[config.mk]
export PLATFORM = sky130hd
export DESIGN_NAME = pwm_multi
export DESIGN_NICKNAME = d
export VERILOG_FILES = /design/src/rtl/pwm_multi.sv
export SDC_FILE = /design/constraint.sdc
export NUM_CORES = 1
export LEC_CHECK = 0
export ABC_AREA = 1
export CAP_MARGIN = 20
export CELL_PAD_IN_SITES_DETAIL_PLACEMENT = 1
export CELL_PAD_IN_SITES_GLOBAL_PLACEMENT = 1
export CORE_UTILIZATION = 45
export DETAILED_ROUTE_END_ITERATION = 12
export DONT_BUFFER_PORTS = 1
export PLACE_DENSITY_LB_ADDON = 0.1
export SKIP_LAST_GASP = 1
export SLEW_MARGIN = 20
export SYNTH_ARGS = -nofsm -noshare
export SYNTH_HDL_FRONTEND = slang
export SYNTH_SLANG_ARGS = --single-unit
[constraint.sdc]
create_clock -name clk -period 3 [get_ports clk]
set_input_delay 0.6 -clock clk [delete_from_list [all_inputs] [get_ports clk]]
set_output_delay 0.6 -clock clk [all_outputs]
set_load 0.01 [all_outputs]
[src/rtl/pwm_multi.sv]
// Multi-channel PWM: one shared edge/center-aligned counter, double-buffered top/compare, register port.
// Optional macro PWM_POLARITY_EN adds a per-channel output polarity register at address 3+CHANNELS.
module pwm_multi #(
    parameter int WIDTH    = 16,
    parameter int CHANNELS = 4,
`ifdef PWM_POLARITY_EN
    parameter int AW       = $clog2(CHANNELS + 4)
`else
    parameter int AW       = $clog2(CHANNELS + 3)
`endif
) (
    input  logic                clk,
    input  logic                nrst,
    input  logic                we,
    input  logic [AW-1:0]       addr,
    input  logic [WIDTH-1:0]    wdata,
    output logic [WIDTH-1:0]    rdata,
    output logic [WIDTH-1:0]    cnt,
    output logic [CHANNELS-1:0] pwm_out,
    output logic                period_end
);

    logic                en;
    logic                center;
    logic                dir_down;
    logic [WIDTH-1:0]    top_sh;
    logic [WIDTH-1:0]    top_act;
    logic [WIDTH-1:0]    cmp_sh  [CHANNELS];
    logic [WIDTH-1:0]    cmp_act [CHANNELS];
    logic [CHANNELS-1:0] pol;

    logic                wr_ctrl;
    logic                wr_top;
    logic                wr_cnt;
    logic [CHANNELS-1:0] wr_cmp;
    logic                boundary;
    logic                load_act;
    logic                dir_step;
    logic [WIDTH-1:0]    cnt_step;
    logic [CHANNELS-1:0] pwm_next;

    always_comb begin
        wr_ctrl = we && (addr == AW'(0));
        wr_top  = we && (addr == AW'(1));
        wr_cnt  = we && (addr == AW'(2));
        wr_cmp  = '0;
        for (int k = 0; k < CHANNELS; k++) begin
            wr_cmp[k] = we && (int'(addr) == 3 + k);
        end
    end

    // Next count and period boundary, always judged on the registered (pre-write) cnt.
    always_comb begin
        boundary = 1'b0;
        cnt_step = cnt;
        dir_step = dir_down;
        if (en) begin
            if (!center) begin
                if (cnt >= top_act) begin
                    boundary = 1'b1;
                    cnt_step = '0;
                end else begin
                    cnt_step = cnt + WIDTH'(1);
                end
            end else if (top_act == '0) begin
                boundary = 1'b1;
                cnt_step = '0;
                dir_step = 1'b0;
            end else if (!dir_down) begin
                if (cnt >= top_act) begin
                    dir_step = 1'b1;
                    cnt_step = top_act - WIDTH'(1);
                end else begin
                    cnt_step = cnt + WIDTH'(1);
                end
            end else if (cnt == '0) begin
                boundary = 1'b1;
                dir_step = 1'b0;
                cnt_step = WIDTH'(1);
            end else begin
                cnt_step = cnt - WIDTH'(1);
            end
        end
        load_act = !en || boundary;
    end

    always_comb begin
        pwm_next = '0;
        for (int k = 0; k < CHANNELS; k++) begin
            pwm_next[k] = (en && (cnt < cmp_act[k])) ^ pol[k];
        end
    end

    always_ff @(posedge clk) begin
        if (!nrst) begin
            cnt        <= '0;
            dir_down   <= 1'b0;
            en         <= 1'b0;
            center     <= 1'b0;
            top_sh     <= '0;
            top_act    <= '0;
            pwm_out    <= '0;
            period_end <= 1'b0;
            for (int k = 0; k < CHANNELS; k++) begin
                cmp_sh[k]  <= '0;
                cmp_act[k] <= '0;
            end
        end else begin
            cnt        <= wr_cnt ? wdata : cnt_step;
            period_end <= boundary;
            pwm_out    <= pwm_next;
            // A mode change restarts the triangle going up; a direct load keeps the direction.
            if (wr_ctrl && (wdata[1] != center)) begin
                dir_down <= 1'b0;
            end else if (!wr_cnt) begin
                dir_down <= dir_step;
            end
            if (wr_ctrl) begin
                en     <= wdata[0];
                center <= wdata[1];
            end
            if (wr_top) top_sh <= wdata;
            if (load_act) top_act <= top_sh;
            for (int k = 0; k < CHANNELS; k++) begin
                if (wr_cmp[k]) cmp_sh[k] <= wdata;
                if (load_act) cmp_act[k] <= cmp_sh[k];
            end
        end
    end

`ifdef PWM_POLARITY_EN
    logic wr_pol;
    assign wr_pol = we && (int'(addr) == 3 + CHANNELS);

    always_ff @(posedge clk) begin
        if (!nrst) begin
            pol <= '0;
        end else if (wr_pol) begin
            pol <= wdata[CHANNELS-1:0];
        end
    end
`else
    assign pol = '0;
`endif

    always_comb begin
        rdata = '0;
        if (addr == AW'(0)) begin
            rdata[1:0] = {center, en};
        end else if (addr == AW'(1)) begin
            rdata = top_sh;
        end else if (addr == AW'(2)) begin
            rdata = cnt;
        end
        for (int k = 0; k < CHANNELS; k++) begin
            if (int'(addr) == 3 + k) rdata = cmp_sh[k];
        end
`ifdef PWM_POLARITY_EN
        if (int'(addr) == 3 + CHANNELS) rdata[CHANNELS-1:0] = pol;
`endif
    end

endmodule
# ---- After elaboration in Yosys (flattened, before gate mapping)
# Memory sizes are Yosys's and may differ from the RTL's.
# Index checks and enable logic that the tools add are counted.
dict set report word_totals {
  output_inout_bits 37
  ramBits 128
  input_bits 22
  n_memories 2
  elab_cells 104
  regBits 56
}
dict set report classes {
  add_sub_neg 3
  n_bitwise 10
  order_cmp 5
  muxes 49
  eq_ne 7
  n_reduce_logical 20
}
# memory depth width rd rd_clocked_by_memory_dff write_ports line
set mem_list {}
lappend mem_list {cmp_act 4 16 4 0 4 29} ;# logic [WIDTH-1:0] cmp_act [CHANNELS];
lappend mem_list {cmp_sh 4 16 4 0 4 28} ;# logic [WIDTH-1:0] cmp_sh [CHANNELS];
# op n
set op_table {}
lappend op_table {{16-bit 2-to-1 mux} 22}
lappend op_table {{16-bit < comparator} 4}
lappend op_table {{16-bit logical NOT} 2}
lappend op_table {{16-bit by 1-bit subtractor with 16-bit output, second input constant} 2}
lappend op_table {{1-bit 2-to-1 mux} 25}
lappend op_table {{16-bit by 1-bit adder with 16-bit output, second input constant} 1}
lappend op_table {{16-bit greater-or-equal comparator} 1}
lappend op_table {{14-bit 2-to-1 mux} 1}
lappend op_table {{1-bit logical AND} 12}
lappend op_table {{3-bit == test, second input constant} 3}
lappend op_table {{1-bit OR} 8}
lappend op_table {{3-bit by 2-bit == test with 1-bit output, second input constant} 2}
lappend op_table {{3-bit by 1-bit == test with 1-bit output, second input constant} 1}
lappend op_table {{3-bit logical NOT} 1}
lappend op_table {{3-bit AND reduction} 1}
lappend op_table {{2-bit 2-to-1 mux} 1}
lappend op_table {{1-bit NOT} 2}
lappend op_table {{2-bit nonzero test} 1}
lappend op_table {{2-bit OR reduction} 1}
lappend op_table {{1-bit logical NOT} 1}
lappend op_table {{1-bit logical OR} 1}
lappend op_table {{1-bit != test} 1}

# ---- Logic depth before layout (Yosys ltp)
dict set report depth {
  word_depth 11
  ltp_mapped 19
  ltp_nobuf 19
}

# ---- Least setup slack after synthesis
# Ideal clock, no wire load.
dict set report synth_path {
  kind {input -> register}
  startpoint {input port addr[0]}
  endpoint {memory cmp_sh[1][0] (enable)}
  stages 4
  t_required_ns 2.589
  setup_ns 0.411
  path_buffers 1
  slack_ns 0.323
  arrival_time_ns 2.266
  path_cell_list {nor2_1 > nand2_1 > clkbuf_1 > o21ai_0}
}
# element line
set synth_lines {}
lappend synth_lines {{from (decl)} 15} ;# input logic [AW-1:0] addr,
lappend synth_lines {{to (decl)} 28}

==> run_results.csv <==
group,metric,value,unit
run_status,status,"finished clean",
power_and_ir_drop,power.density,522,nW/um^2
detailed_routing,wl_per_cell,21.3,um
cts,htree_levels,4,
global_routing,gr-total-overflow,0,
logic_synthesis,synth-xor-area-share,0.0157,
setup_path,path_depth,15,
global_routing,gr-usage-met1,0.391,
logic_synthesis,syn_avg_cell_area,8.37,sq um
sta,setup_viol,0,
final_layout,fillers,2785,
final_layout,area_delta_synth_final,10.8,%
logic_synthesis,syn_inst,1265,
cts,cts_setup_buffers,0,
floorplan,start_util,0.464,
cts,clock_latency,0.45,ns
sta,max-slew-margin-rel,0.541,
logic_synthesis,synth_top_area_frac,0.363,
final_layout,final_area,11700,sq um
detailed_routing,drc,0,
cts,cts_buffers,17,
global_routing,top_usage_layer,"met2",
sta,finalSetupTns,0,ns
sta,clock.fmax,366,MHz
detailed_routing,drt_pass1_iterations,5,
logic_synthesis,synthTopCellsByCount,"inv_1, nor2_1, nand2_1",
setup_path,cp_slowest_cell,"dfxtp_1",
cts,clockBufferDepth,2,
floorplan,die_w,155,um
placement,dp_hpwl,25.1,mm
sta,slew_violations,0,
setup_path,cp_cell_sequence,"inv_1, ha_1, nand2_1, nor2_1, nor2_1, nand2_1, nand2_1, nand2_1, nand2_1, nand2_1, o21ai_2, nand2_2, nor2_1, clkinv_2, buf_12",
detailed_routing,ant_nets,0,
final_layout,layout.nets,1392,
setup_path,worstPathMaxFanout,64,
logic_synthesis,async_reset_ff_frac,0,
logic_synthesis,synth-edff-count,128,
placement,gp_congestion,0.851,
logic_synthesis,ys_top_cells_by_area,"edfxtp_1, dfxtp_1, ha_1, inv_1, nor2_1",
floorplan,fp-row-count,55,
global_routing,grt_pass1_wl,53.0,mm
setup_path,rr_worst_depth,15,
power_and_ir_drop,power_leakage,5.21,nW
sta,fin_crit,2.73,ns
min_path,hold_path_class,"input port to flip-flop",
sta,finClkSkew,0.0147,ns
floorplan,die_area,24200,sq um
logic_synthesis,synth_top_cell_by_area,"edfxtp_1",
sta,worst_slew_pin_slew,0.682,ns
min_path,holdPathStages,2,
setup_path,end_kind,"flip-flop",
sta,hold_viol,0,
floorplan,io_pins,59,
detailed_routing,vias_per_cell,5.59,
power_and_ir_drop,p_total,6.13,mW
setup_path,worstPathRequired,3.14,ns
final_layout,diodes,0,
setup_path,path_delay_family,"simple AND/OR/NAND/NOR gates",
cts,clock-sinks,184,
cts,clk_pin_slew_worst_paths,0.08,ns
setup_path,crit_path_start_kind,"flip-flop",
logic_synthesis,synth_compound_area_frac,0.144,
cts,clockRootBuffer,"clkbuf_16",
setup_path,cpPeakStageDelay,0.46,ns
sta,rsz0062_at_grt,"no",
global_routing,met3_usage,0.0412,
setup_path,crit_arrival,2.88,ns
placement,placed_area,11200,sq um
setup_path,cp_num_buf_inv,3,
logic_synthesis,synth_area,10600,sq um
cts,postCtsResizedCells,0,
floorplan,die_y,155,um
power_and_ir_drop,ir_worst_vdd,0.403,mV
detailed_routing,vias,9025,
logic_synthesis,ys_warn_count,0,
global_routing,met2_usage,0.506,
cts,postCtsHoldBufs,0,
setup_path,critPathKind,"flip-flop to flip-flop",
placement,place_ws,0.355,ns
sta,worst_slack,0.268,ns
logic_synthesis,synth-seq-cells,184,
logic_synthesis,synth_simple_gate_area_frac,0.173,
logic_synthesis,ys_seq_area_frac,0.469,
final_layout,utilization,0.513,
global_routing,grt_pass1_vias,9287,
logic_synthesis,ys_types,37,
global_routing,antenna_found_initial,0,
cts,cts_tree,"built",
detailed_routing,wirelength,34.5,mm
logic_synthesis,synth_ff_type,"edfxtp_1",
final_layout,drive_above_1_share,0.0783,
logic_synthesis,syn_nets,1368,
setup_path,path_common_cell,"nand2_1",
logic_synthesis,muxShareOfSynthArea,0,
sta,final.period_utilization,0.911,
logic_synthesis,synth_top_family_by_area,"simple AND/OR/NAND/NOR gates",
logic_synthesis,synthAdderAreaFrac,0.0957,
detailed_routing,drt_iter0_drc,689,
global_routing,track_usage,0.296,
logic_synthesis,yosysMostFrequentCell,"inv_1",
job,cap_violations,0,
floorplan,core_area,22800,sq um
global_routing,grt_max_degree,65,
placement,io_buffer_count,0,
[power breakdown]
part / internal [mW] / switching [mW]
Combinational: 0.278 / 0.657
Sequential: 2.87 / 0.0715
Clock: 1.12 / 1.14
Total: 4.26 / 1.87
[flip-flops by register name, summed over array words and instances, names as in the netlist]
signal and flops:
cmp_sh 64, pwm_out 4, cnt 16, center 1
en 1, top_sh 16, cmp_act 64, top_act 16
dir_down 1, period_end 1
[cell type report]
class                   instances  area, sq um  share of cell area
flip-flops and latches        184         4960               0.423
inverters                     238          897              0.0765
clock buffers                  18          429              0.0366
multi-input cells             805         4550               0.388
clock inverters                14          146              0.0125
repair buffers                 43          348              0.0297
well taps                     313          392              0.0334
[worst register-to-register path: stages, from the launching register on]
cell and delay (ns):
dfxtp_1 0.46, inv_1 0.09, ha_1 0.29, nand2_1 0.09
nor2_1 0.05, nor2_1 0.08, nand2_1 0.08, nand2_1 0.07
nand2_1 0.09, nand2_1 0.10, nand2_1 0.13, o21ai_2 0.22
nand2_2 0.13, nor2_1 0.18, clkinv_2 0.11, buf_12 0.21
[cells by family after synthesis]
group / after synthesis
buffers and inverters: 276
XOR/XNOR: 19
adder cells (fa/ha/maj): 81
AO/OA/AOI/OAI: 271
AND/OR/NAND/NOR: 434
flip-flops: 184
[metrics by stage]
step | instances | hold WS (ns)
5_1_grt | 1615 | 0.297
4_1_cts | 1615 | 0.284
3_3_place_gp | 1583 | 0.513
2_1_floorplan | 1265 | 0.466
3_5_place_dp | 1583 | 0.527
6_report | 1615 | 0.297
[cells in the final DEF, fill, tap and decap left out, types with 4 or more instances in the layout]
master / count
inv_1: 229
nor2_1: 188
nand2_1: 163
edfxtp_1: 128
a21oi_1: 112
ha_1: 81
o21ai_0: 72
dfxtp_1: 56
o22ai_1: 47
buf_4: 41
nand3_1: 40
xor2_1: 17
clkbuf_16: 17
o2111ai_1: 15
nand4_1: 11
nor2_4: 11
nor3_1: 8
inv_8: 7
inv_2: 5
o21ai_1: 5
o211ai_1: 5
a2111oi_0: 4
a21boi_0: 4
nor4_1: 4
[worst paths after layout]
check | from | to | slack [ns]
worst max-delay path | top_act[3] | cmp_act[0][13] | 0.27
worst min-delay path | nrst | center | 0.30
worst max register to register | top_act[3] | cmp_act[0][13] | 0.27
worst min register to register | top_sh[14] | top_act[14] | 0.54
[layer usage]
| metal | wire length [um] | vias up |
|---|---|---|
| li1 | - | 4268 |
| met1 | 15300 | 4467 |
| met5 | 0 | - |
| met4 | 522 | 0 |
| met2 | 16800 | 251 |
| met3 | 1770 | 39 |
No activity file was read; power rests on OpenSTA's default activity.
